`src/rtl/cpu_bus_xfer.sv`:
```
`default_nettype none
// ============================================================================
// Module  : cpu_bus_xfer
// Purpose : Multi-byte transfer sequencer between the CPU request port and the
//           byte-serial memory bus. Moves 1..MAX_BYTES bytes as handshaked
//           beats, ascending or descending, little-endian, with optional sign
//           extension on reads and a per-beat wait timeout.
// Revision: 1.0 - initial release
// ============================================================================
module cpu_bus_xfer #(
  parameter int ADDR_W    = 32,
  parameter int DATA_W    = 32,
  parameter int MAX_BYTES = 4,
  parameter int TIMEOUT   = 255,
  parameter int NB_W      = $clog2(MAX_BYTES + 1)
) (
  input  logic                   i_clk,
  input  logic                   i_rst_n,
  input  logic                   i_req,
  input  logic                   i_we,
  input  logic                   i_desc,
  input  logic                   i_sext,
  input  logic [ADDR_W-1:0]      i_addr,
  input  logic [NB_W-1:0]        i_nbytes,
  input  logic [8*MAX_BYTES-1:0] i_wdata,
  output logic                   o_busy,
  output logic                   o_done,
  output logic                   o_err,
  output logic [8*MAX_BYTES-1:0] o_rdata,
  output logic                   o_bus_clk,
  output logic                   o_bus_we,
  output logic [ADDR_W-1:0]      o_bus_addr,
  output logic [DATA_W-1:0]      o_bus_data,
  input  logic [DATA_W-1:0]      i_bus_data,
  input  logic                   i_bus_data_ready
);

  localparam int              BW     = 8 * MAX_BYTES;
  localparam int              TC_W   = $clog2(TIMEOUT + 1);
  localparam logic [NB_W-1:0] MAX_NB = NB_W'(MAX_BYTES);
  localparam logic [NB_W-1:0] ONE_NB = NB_W'(1);
  localparam logic [TC_W-1:0] TC_MAX = TC_W'(TIMEOUT);
  localparam logic [TC_W-1:0] TC_ONE = TC_W'(1);

  typedef enum logic [1:0] {
    S_IDLE    = 2'd0,
    S_ASSERT  = 2'd1,
    S_RELEASE = 2'd2,
    S_DONE    = 2'd3
  } state_t;

  state_t            state;
  logic              we_q;
  logic              desc_q;
  logic              sext_q;
  logic [ADDR_W-1:0] addr_q;
  logic [NB_W-1:0]   nb_q;
  logic [NB_W-1:0]   k;
  logic [BW-1:0]     wdata_q;
  logic [BW-1:0]     rbuf;
  logic [TC_W-1:0]   tcnt;

  logic [NB_W-1:0]   k_nxt;
  logic [NB_W-1:0]   cur_pos;
  logic [ADDR_W-1:0] nxt_addr;
  logic [7:0]        nxt_byte;
  logic [NB_W-1:0]   req_nb;
  logic [7:0]        first_byte;

  // Only the low byte of the bus data pins carries data.
  generate
    if (DATA_W > 8) begin : g_unused_data
      logic unused_bus_hi;
      assign unused_bus_hi = ^i_bus_data[DATA_W-1:8];
    end
  endgenerate

  // Address of beat idx, wrapping modulo 2^ADDR_W in either direction.
  function automatic logic [ADDR_W-1:0] beat_addr(input logic [ADDR_W-1:0] base,
                                                  input logic desc,
                                                  input logic [NB_W-1:0] idx);
    return desc ? (base - ADDR_W'(idx)) : (base + ADDR_W'(idx));
  endfunction

  // Little-endian byte slot touched by beat idx; descending walks high byte first.
  function automatic logic [NB_W-1:0] byte_pos(input logic desc,
                                               input logic [NB_W-1:0] n,
                                               input logic [NB_W-1:0] idx);
    return desc ? (n - idx - ONE_NB) : idx;
  endfunction

  // Byte select that stays in range when a look-ahead slot is past the end.
  function automatic logic [7:0] sel_byte(input logic [BW-1:0] d,
                                          input logic [NB_W-1:0] pos);
    if (pos < MAX_NB) return d[8*pos +: 8];
    else              return 8'h00;
  endfunction

  // Fill bytes at or above n with zero or the sign bit of byte n-1.
  function automatic logic [BW-1:0] fill_upper(input logic [BW-1:0] d,
                                               input logic [NB_W-1:0] n,
                                               input logic sx);
    logic [BW-1:0] r;
    logic          s;
    int            nn;
    nn = int'(n);
    r  = d;
    s  = sx & d[8*nn-1];
    for (int i = 0; i < MAX_BYTES; i++) begin
      if (i >= nn) r[8*i +: 8] = {8{s}};
    end
    return r;
  endfunction

  // Beat look-ahead: next index, its address/byte, and the clamped request size.
  always_comb begin
    k_nxt      = k + ONE_NB;
    cur_pos    = byte_pos(desc_q, nb_q, k);
    nxt_addr   = beat_addr(addr_q, desc_q, k_nxt);
    nxt_byte   = we_q ? sel_byte(wdata_q, byte_pos(desc_q, nb_q, k_nxt)) : 8'h00;
    req_nb     = (i_nbytes > MAX_NB) ? MAX_NB : i_nbytes;
    first_byte = i_we ? sel_byte(i_wdata, i_desc ? (req_nb - ONE_NB) : {NB_W{1'b0}})
                      : 8'h00;
  end

  // Transfer sequencer with registered bus and status outputs.
  always_ff @(posedge i_clk) begin
    if (!i_rst_n) begin
      state      <= S_IDLE;
      we_q       <= 1'b0;
      desc_q     <= 1'b0;
      sext_q     <= 1'b0;
      addr_q     <= '0;
      nb_q       <= '0;
      k          <= '0;
      wdata_q    <= '0;
      rbuf       <= '0;
      tcnt       <= '0;
      o_busy     <= 1'b0;
      o_done     <= 1'b0;
      o_err      <= 1'b0;
      o_rdata    <= '0;
      o_bus_clk  <= 1'b0;
      o_bus_we   <= 1'b0;
      o_bus_addr <= '0;
      o_bus_data <= '0;
    end else begin
      case (state)
        S_IDLE: begin
          if (i_req) begin
            we_q    <= i_we;
            desc_q  <= i_desc;
            sext_q  <= i_sext;
            addr_q  <= i_addr;
            nb_q    <= req_nb;
            wdata_q <= i_wdata;
            k       <= '0;
            tcnt    <= '0;
            rbuf    <= '0;
            o_busy  <= 1'b1;
            if (req_nb == '0) begin
              // Empty request: no bus traffic, DONE emits the pulse itself.
              state <= S_DONE;
            end else begin
              state      <= S_ASSERT;
              o_bus_clk  <= 1'b1;
              o_bus_we   <= i_we;
              o_bus_addr <= i_addr;
              o_bus_data <= DATA_W'(first_byte);
            end
          end
        end

        S_ASSERT: begin
          if (i_bus_data_ready) begin
            if (!we_q) rbuf[8*cur_pos +: 8] <= i_bus_data[7:0];
            o_bus_clk <= 1'b0;
            tcnt      <= '0;
            state     <= S_RELEASE;
          end else if (tcnt == TC_MAX) begin
            o_bus_clk <= 1'b0;
            o_done    <= 1'b1;
            o_err     <= 1'b1;
            tcnt      <= '0;
            state     <= S_DONE;
          end else begin
            tcnt <= tcnt + TC_ONE;
          end
        end

        S_RELEASE: begin
          if (!i_bus_data_ready) begin
            tcnt <= '0;
            if (k_nxt < nb_q) begin
              k          <= k_nxt;
              state      <= S_ASSERT;
              o_bus_clk  <= 1'b1;
              o_bus_addr <= nxt_addr;
              o_bus_data <= DATA_W'(nxt_byte);
            end else begin
              o_done <= 1'b1;
              state  <= S_DONE;
              if (!we_q) o_rdata <= fill_upper(rbuf, nb_q, sext_q);
            end
          end else if (tcnt == TC_MAX) begin
            o_done <= 1'b1;
            o_err  <= 1'b1;
            tcnt   <= '0;
            state  <= S_DONE;
          end else begin
            tcnt <= tcnt + TC_ONE;
          end
        end

        S_DONE: begin
          if (o_done) begin
            o_done <= 1'b0;
            o_err  <= 1'b0;
            o_busy <= 1'b0;
            state  <= S_IDLE;
          end else begin
            o_done <= 1'b1;
          end
        end

        default: state <= S_IDLE;
      endcase
    end
  end

endmodule
`default_nettype wire

```
`config.mk`:
```
export PLATFORM = sky130hd
export DESIGN_NAME = cpu_bus_xfer
export DESIGN_NICKNAME = d
export VERILOG_FILES = /design/src/rtl/cpu_bus_xfer.sv
export SDC_FILE = /design/constraint.sdc
export NUM_CORES = 1
export LEC_CHECK = 0
export CAP_MARGIN = 30
export CORE_MARGIN = 3
export CORE_UTILIZATION = 56
export DETAILED_ROUTE_END_ITERATION = 12
export HOLD_SLACK_MARGIN = 0.03
export MAX_ROUTING_LAYER = met4
export PLACE_DENSITY_LB_ADDON = 0.12
export SLEW_MARGIN = 20
export SYNTH_ARGS = -nofsm -noshare
export SYNTH_HDL_FRONTEND = slang
export SYNTH_SLANG_ARGS = --single-unit
```
`constraint.sdc`:
```
create_clock -name i_clk -period 9.4 [get_ports i_clk]
set_input_delay 1.41 -clock i_clk [delete_from_list [all_inputs] [get_ports i_clk]]
set_output_delay 1.41 -clock i_clk [all_outputs]
set_load 0.02 [all_outputs]
```
== After elaboration in Yosys (flattened, before gate mapping) ==
Index checks and enable logic that the tools add are counted.

* Bits in registers: 216
* Bits in latches: 0
* Bits in writable memories: 0
* ROM bits: 0
* Input port bits: 106
* Output and inout port bits: 101
* Logic and storage cells: 149
* Memories kept: 0

* Add/subtract/negate cells: 11
* Multiply operators: 0
* Div/mod/pow operators: 0
* $lt $le $gt $ge: 9
* Equality and inequality tests: 15
* Shift-type cells: 4
* Mux-type cells: 68
* Bitwise operators: 5
* Reduce and logical (&&, ||, !) cells: 19

{| class="wikitable"
|+ Operator list
! operator !! number
|-
| two-way mux 32 bit || 12
|-
| one-hot mux 32 bit (2 select lines) || 3
|-
| two-way mux 8 bit || 12
|-
| indexed part select 32 x 7 -> 8 bit || 2
|-
| negator 6 -> 34 bit || 1
|-
| variable shift 8 x 34 -> 32 bit, first input constant || 1
|-
| indexed part select 8 x 34 -> 32 bit || 1
|-
| adder 32 x 3 -> 32 bit || 1
|-
| bitwise mux 32 bit || 1
|-
| subtractor 32 x 3 -> 32 bit || 1
|-
| one-hot mux 8 bit (3 select lines) || 1
|-
| two-way mux 3 bit || 7
|-
| two-way mux 1 bit || 18
|-
| != test 2 bit, second input constant || 9
|-
| AND reduction 4 bit || 4
|-
| two-way mux 2 bit || 7
|-
| one-hot mux 1 bit (3 select lines) || 3
|-
| AND reduction 3 bit || 3
|-
| subtractor 3 x 1 -> 3 bit, second input constant || 3
|-
| adder 8 x 1 -> 8 bit, second input constant || 1
|-
| equality test 8 bit, second input constant || 1
|-
| one-hot mux 2 bit (4 select lines) || 1
|-
| < comparator 7 bit, second input constant || 1
|-
| subtractor 6 x 1 -> 7 bit, second input constant || 1
|-
| 22 further kinds || 36
|}

== Longest topological paths before layout ==
Gate-level depths: netlist of run 1.

* Depth after elaboration: 10
* Gate-level depth with buffers: 15
* Depth with buffers taken out: 14

== Worst setup path before layout of run 1 ==
OpenSTA, ideal clock, no wires.

* Kind: input to register
* Start point: input i_nbytes[2]
* End point: register o_bus_addr[13]
* Arrival time: 3535 ps
* Path slack: 5738 ps
* Cell stages on the path: 12
* Buffers on the path: 3
* Cell sequence: inv_1 -> nand2_1 -> buf_1 -> ha_1 -> nor2b_1 -> nand2b_1 -> nand2_1 -> and3_1 -> clkbuf_1 -> buf_2 -> a221oi_1 -> nor2_1

* Cells in the longest elaborated chain, start to end: 5

{| class="wikitable"
|+ RTL lines
! element !! RTL line !! RTL
|-
| start, declared || 24 || <nowiki>input logic [NB_W-1:0] i_nbytes,</nowiki>
|-
| greater-than comparator 3 bit || 121 || <nowiki>req_nb = (i_nbytes > MAX_NB) ? MAX_NB : i_nbytes;</nowiki>
|-
| two-way mux 3 bit (*) || 121 ||
|-
| logical NOT 3 bit (*) || 161 || <nowiki>if (req_nb == '0) begin</nowiki>
|-
| != test 2 bit (no source line) (*) || n/a ||
|-
| AND reduction 5 bit (no source line) (*) || n/a ||
|-
| end signal, assigned || 168 || <nowiki>o_bus_addr <= i_addr;</nowiki>
|-
| end signal, assigned || 198 || <nowiki>o_bus_addr <= nxt_addr;</nowiki>
|-
| end, declared || 32 || <nowiki>output logic [ADDR_W-1:0] o_bus_addr,</nowiki>
|}

Mark *: on every way between the ends. The rest lies on a longest branch, timed or not.
A chain may end at the register's enable or synchronous reset.

== Worst setup path in the final report of run 1 ==
* Start point: input i_nbytes[2]
* End point: register o_bus_addr[29]

Same word-level chain as after synthesis.

==> flow_metrics.py, run 1 <==
metrics = {
    "critical_path": {
        "r2r_slack_ns": 4.88,
        "max_stage_delay_ns": 0.63,
        "path_cells": "clkdlybuf4s50_1, inv_1, nand2_1, ha_1, nor2b_1, nand2b_1, nand2_1, and3_1, nand2_1, or4_1, o221ai_1",
        "critical_path_class": "in2reg",
        "cp-end-kind": "register",
        "crit_required_ns": 9.76,
        "worstPathMaxFanout": 20,
        "cpMostUsedCell": "nand2_1",
        "cp-start-kind": "input port",
        "crit_arrival_ns": 5.11,
        "crit_family": "simple AND/OR/NAND/NOR gates",
        "path_buf_inv": 2,
        "crit_slowest_cell": "and3_1",
    },
    "synthesis": {
        "synth_flop_cell": "dfxtp_1",
        "avgSynthCellArea_um2": 7.94,
        "ys_warn_count": 0,
        "synth_cells": 1285,
        "synth-seq-cells": 192,
        "syn_area_mm2": 0.0102,
        "synth_edf_count": 0,
        "yosysSeqAreaShare_pct": 37.7,
        "synth.distinct_cells": 70,
        "ys_async_sr_fraction_pct": 0,
    },
    "layout": {
        "final_cells": 1637,
        "layout_common_cells": "nand2_1, dfxtp_1, a21oi_1",
        "final_core_util_pct": 70.4,
        "final_area_mm2": 0.0124,
        "drive_above_1_share_pct": 4.96,
        "nets": 1561,
        "ff_latch_area_mm2": 0.00384,
        "multi_input_area_mm2": 0.00593,
        "layout_commonest_cell": "nand2_1",
        "fillers": 1461,
        "synthToLayoutAreaGrowth_pct": 21.4,
    },
    "clocking": {
        "postCtsSetupBuffers": 0,
        "cts_tree": "done",
        "cts_buffer_depth": 2,
        "clkLatencyLatePin_ns": 0.45,
        "clock-sinks": 192,
        "cts_max_level": 4,
        "numCtsBuffers": 17,
        "holdBufCountCts": 0,
        "cts-resized-gates": 0,
        "path_clk_slew_ns": 0.08,
        "cts_root_buf": "clkbuf_16",
    },
    "floorplan": {
        "die_area_mm2": 0.0199,
        "rows": 48,
        "start_util_pct": 58.0,
        "die_w_um": 141,
        "die_y_um": 141,
        "fp.coreArea_mm2": 0.0176,
        "io_pins": 207,
    },
    "routing": {
        "viasPerCell": 5.93,
        "via_count": 9702,
        "routed_wl_mm": 27.5,
        "first_iter_violations": 736,
        "ant_nets": 0,
        "wl_per_cell_um": 16.8,
        "drcViolationCount": 0,
        "first_pass_iters": 6,
    },
    "global_route": {
        "grt.total_usage_pct": 28.2,
        "antenna_found_initial": 1,
        "grt_max_degree": 73,
        "grt-ovfl-total": 0,
        "grt_pass1_vias": 9127,
        "grt_pass1_wl_mm": 45.2,
    },
    "sta": {
        "rsz0062_at_grt": "no",
        "drv_slew": 0,
        "fin_crit_sh_pct": 50.5,
        "skew_ns": 0.0131,
        "fin_ws_ns": 4.65,
        "fmax_mhz": 211,
        "setup-violations-final": 0,
        "holdWs_ns": 0.454,
        "fin_crit_ns": 4.75,
        "setup-tns-final_ns": 0,
        "tightest_slew_ns": 0.914,
        "maxSlewHeadroom_pct": 38.9,
        "hold_viol_final": 0,
    },
    "power_and_ir_drop": {
        "p_total_mw": 3.05,
        "p_per_area_mw_per_mm2": 246,
        "irDropWorstVdd_mv": 0.162,
        "p_leak_nw": 4.82,
    },
    "hold_path": {
        "worstHoldPathType": "reg2reg",
    },
    "place": {
        "portBuffers": 158,
        "place_congestion": 0.909,
        "place_inst": 1602,
        "place_area_mm2": 0.0118,
        "dpl_worst_slack_ns": 4.21,
        "dp_hpwl_mm": 19.1,
    },
    "job": {
        "drv_cap": 0,
    },
    "status": {
        "outcome": "finished clean",
    },
}
[worst reg2reg max path, delay by kind of cell, from the launching register on]
family	cells	cell delay, ns
adders and majority gates	3	1.15
and+or+nand+nor	4	0.68
muxes	1	0.35
DFF	1	0.37
AOI/OAI and AO/OA	5	1.49
buffers and inverters	1	0.42
[logic make-up after synthesis]
group	after synthesis	share of synthesized area (%)
compound gates	392	22.9
other cells	1	0.0367
xor+xnor	35	3.00
fa+ha+maj	57	7.21
flops	192	37.7
buf+inv	117	5.23
mux	37	4.77
simple gates	454	19.2
[synthesized netlist by cell type (6+ instances only)]
library cell,count,area [um^2]
a31oi_1,19,119
nor2_1,95,357
o221ai_1,6,52.6
a211oi_1,15,113
buf_4,24,180
nand2b_1,6,37.5
a21oi_1,180,901
inv_1,19,71.3
nand3_1,26,130
mux2i_1,25,250
o21a_1,7,52.6
a221oi_1,13,114
and3_1,15,93.8
mux4_2,9,203
nand2_1,246,923
and2_1,6,37.5
nand4_1,6,37.5
xor2_1,16,140
nor3_1,19,95.1
ha_1,54,676
a22oi_1,17,128
nor2b_1,11,68.8
dfxtp_1,192,3840
buf_1,9,33.8
o21ai_1,6,30.0
clkbuf_1,59,221
xnor2_1,19,166
o21ai_0,78,390
a21o_1,19,143
[area by class of cell]
class	count	share of cell area, %
Tap cell	225	2.27
Multi-Input combinational cell	999	47.8
Clock buffer	17	3.43
Inverter	21	0.656
Timing Repair Buffer	167	13.5
Clock inverter	15	1.31
Antenna cell	1	0.0202
Sequential cell	192	31.0
[worst paths after layout]
path	start	endpoint	depth (start not counted)
max	i_nbytes[2]	o_bus_addr[29]$_SDFFE_PN0P_	11
min	rbuf[9]$_SDFFE_PN0P_	rbuf[9]$_SDFFE_PN0P_	2
max reg2reg	k[0]$_SDFFE_PN0P_	o_bus_addr[28]$_SDFFE_PN0P_	14
min reg2reg	rbuf[9]$_SDFFE_PN0P_	rbuf[9]$_SDFFE_PN0P_	2
[state kept, by name (all words and copies together) (netlist names), 3 cells and up]
register    count
wdata_q        32
addr_q         32
o_bus_addr     32
nb_q            3
rbuf           32
k               3
o_rdata        32
o_bus_data      8
tcnt            8
[where the power goes]
group | internal, mW | switching [mW]
logic | 0.494 | 0.786
clock network | 0.358 | 0.365
registers | 0.955 | 0.0885
total | 1.81 | 1.24
[metal layers]
| metal | routed length, um | up-vias | track usage [%] |
|---|---|---|---|
| met4 | 569 | 0 | 8.16 |
| met3 | 1820 | 47 | 4.31 |
| met2 | 13200 | 320 | 45.9 |
| met5 | 0 | - | - |
| li1 | - | 4730 | - |
| met1 | 12000 | 4605 | 36.6 |
Power figures use the tool's default switching activity.
==> run 2: changes to the inputs <==
--- a/config.mk
+++ b/config.mk
@@ -7,7 +7,7 @@
 export LEC_CHECK = 0
 export CAP_MARGIN = 30
 export CORE_MARGIN = 3
-export CORE_UTILIZATION = 56
+export CORE_UTILIZATION = 47
 export DETAILED_ROUTE_END_ITERATION = 12
 export HOLD_SLACK_MARGIN = 0.03
 export MAX_ROUTING_LAYER = met4
==> constraint.sdc (replaced) <==
create_clock -name i_clk -period 4.3 [get_ports i_clk]
set_input_delay 0.645 -clock i_clk [delete_from_list [all_inputs] [get_ports i_clk]]
set_output_delay 0.645 -clock i_clk [all_outputs]
set_load 0.02 [all_outputs]
==> flow_metrics.py, run 2 (synthesis gave the netlist of run 1 again) <==
metrics = {
    "status": {
        "outcome": "finished clean",
    },
    "routing": {
        "top_layer_used": "met4",
        "first_pass_iters": 6,
        "ant_nets": 0,
        "wl_met1_mm": 13.0,
        "routed_wl_mm": 28.7,
        "first_iter_violations": 568,
        "wl_met3_mm": 1.42,
        "viasPerCell": 5.58,
        "dr_wl_met2_mm": 13.8,
        "via_count": 9467,
        "drcViolationCount": 0,
        "wl_per_cell_um": 16.9,
    },
    "power_and_ir_drop": {
        "p_per_area_mw_per_mm2": 541,
        "p_leak_nw": 4.89,
        "p_total_mw": 6.81,
        "irDropWorstVdd_mv": 0.321,
    },
    "layout": {
        "nets": 1572,
        "ff_latch_area_mm2": 0.00384,
        "fillers": 2019,
        "layout_commonest_cell": "nand2_1",
        "drive_above_1_share_pct": 5.70,
        "multi_input_area_mm2": 0.00593,
        "layout_common_cells": "nand2_1, dfxtp_1, a21oi_1",
        "synthToLayoutAreaGrowth_pct": 23.4,
    },
    "global_route": {
        "grt.total_usage_pct": 24.5,
        "grt_max_degree": 70,
        "grt_pass1_wl_mm": 46.6,
        "antenna_found_initial": 1,
        "grt_pass1_vias": 9186,
        "grt-ovfl-total": 0,
    },
    "clocking": {
        "cts_max_level": 4,
        "clock-sinks": 192,
        "clkLatencyLatePin_ns": 0.44,
        "path_clk_slew_ns": 0.08,
        "holdBufCountCts": 0,
        "numCtsBuffers": 17,
        "cts_root_buf": "clkbuf_16",
        "cts_buffer_depth": 2,
        "cts-resized-gates": 0,
        "postCtsSetupBuffers": 0,
        "cts_tree": "done",
    },
    "floorplan": {
        "die_y_um": 153,
        "io_pins": 207,
        "start_util_pct": 48.3,
        "die_w_um": 153,
        "fp.coreArea_mm2": 0.0212,
        "die_area_mm2": 0.0235,
        "rows": 53,
    },
    "sta": {
        "hold_viol_final": 0,
        "setup-tns-final_ns": 0,
        "fin_crit_ns": 3.95,
        "fmax_mhz": 253,
        "maxSlewHeadroom_pct": 43.3,
        "fin_crit_sh_pct": 91.9,
        "tightest_slew_ns": 0.845,
        "rsz0062_at_grt": "no",
        "setup-violations-final": 0,
        "skew_ns": 0.0136,
        "drv_slew": 0,
    },
    "critical_path": {
        "critical_path_class": "reg2reg",
        "crit_arrival_ns": 4.32,
        "crit_slowest_cell": "ha_1",
        "max_stage_delay_ns": 0.40,
        "r2r_slack_ns": 0.35,
        "cp-start-kind": "register",
        "path_cells": "ha_1, ha_1, nor2_1, a21oi_1, inv_1, ha_1, and3_1, a221oi_1, nor4_1, nor4_1, a21oi_1, a41oi_1, mux2_1, a21oi_1",
        "crit_required_ns": 4.67,
        "cp-end-kind": "register",
        "crit_family": "compound AO/OA/AOI/OAI gates",
        "worstPathMaxFanout": 7,
        "path_buf_inv": 1,
    },
    "place": {
        "place_congestion": 0.900,
        "dp_hpwl_mm": 20.0,
        "portBuffers": 158,
    },
    "job": {
        "drv_cap": 0,
    },
    "hold_path": {
        "worstHoldPathType": "reg2reg",
    },
}
==> run 2: changes by cell type in the layout (fill, tap and decap cells not counted), sizes merged <==
cell      change
clkinvlp      -1
inv           -2
clkinv        +2
bufinv        +1
buf          +11
==> run 2: worst paths after layout <==
check | startpoint | end | cells past startpoint
max | k[0]$_SDFFE_PN0P_ | o_bus_addr[28]$_SDFFE_PN0P_ | 14
min | o_bus_we$_SDFFE_PN0P_ | o_bus_we$_SDFFE_PN0P_ | 2
max reg2reg | k[0]$_SDFFE_PN0P_ | o_bus_addr[28]$_SDFFE_PN0P_ | 14
min reg2reg | o_bus_we$_SDFFE_PN0P_ | o_bus_we$_SDFFE_PN0P_ | 2
==> run 2: final cells by class <==
cell class / instances / area share, %
tap: 275 / 2.73
multi-input combinational: 999 / 47.0
sequential: 192 / 30.5
timing repair buffer: 178 / 13.9
antenna: 1 / 0.0199
clock buffer: 17 / 3.38
clock inverter: 15 / 1.80
inverter: 21 / 0.646
==> run 2: report_power, final <==
part / internal, mW / leakage, nW / total, mW / switching (mW)
registers: 2.09 / 1.57 / 2.27 / 0.184
clock network: 0.867 / 0.310 / 1.71 / 0.845
logic: 1.09 / 3.02 / 2.83 / 1.73
total: 4.05 / 4.89 / 6.81 / 2.76
==> run 2: per-stage QoR <==
step | hold WS [ns] | setup WS [ns] | instance area (um^2) | util (%) | std cells
final | 0.455 | 0.348 | 12600 | 59.5 | 1698
after global routing | 0.470 | 0.0474 | 12600 | 59.5 | 1698
after CTS | 0.455 | 0.314 | 12600 | 59.5 | 1697
after detailed placement | 0.445 | 0.341 | 11900 | 56.5 | 1665
after global placement | 0.439 | 0.391 | 11900 | 56.3 | 1664
after floorplan | 0.432 | 0.743 | 10300 | - | 1308
==> run 2: layer usage <==
metal  GRT usage, %  up-vias
met5              -        -
met4           6.31        0
met3           4.13       25
met2           40.2      268
met1           31.6     4428
li1               -     4746
==> run 2: tightest hold or removal path, cell delays in order (launching register included) <==
cell and delay, ns:
dfxtp_1 0.31, nand2_1 0.05, a21oi_1 0.05
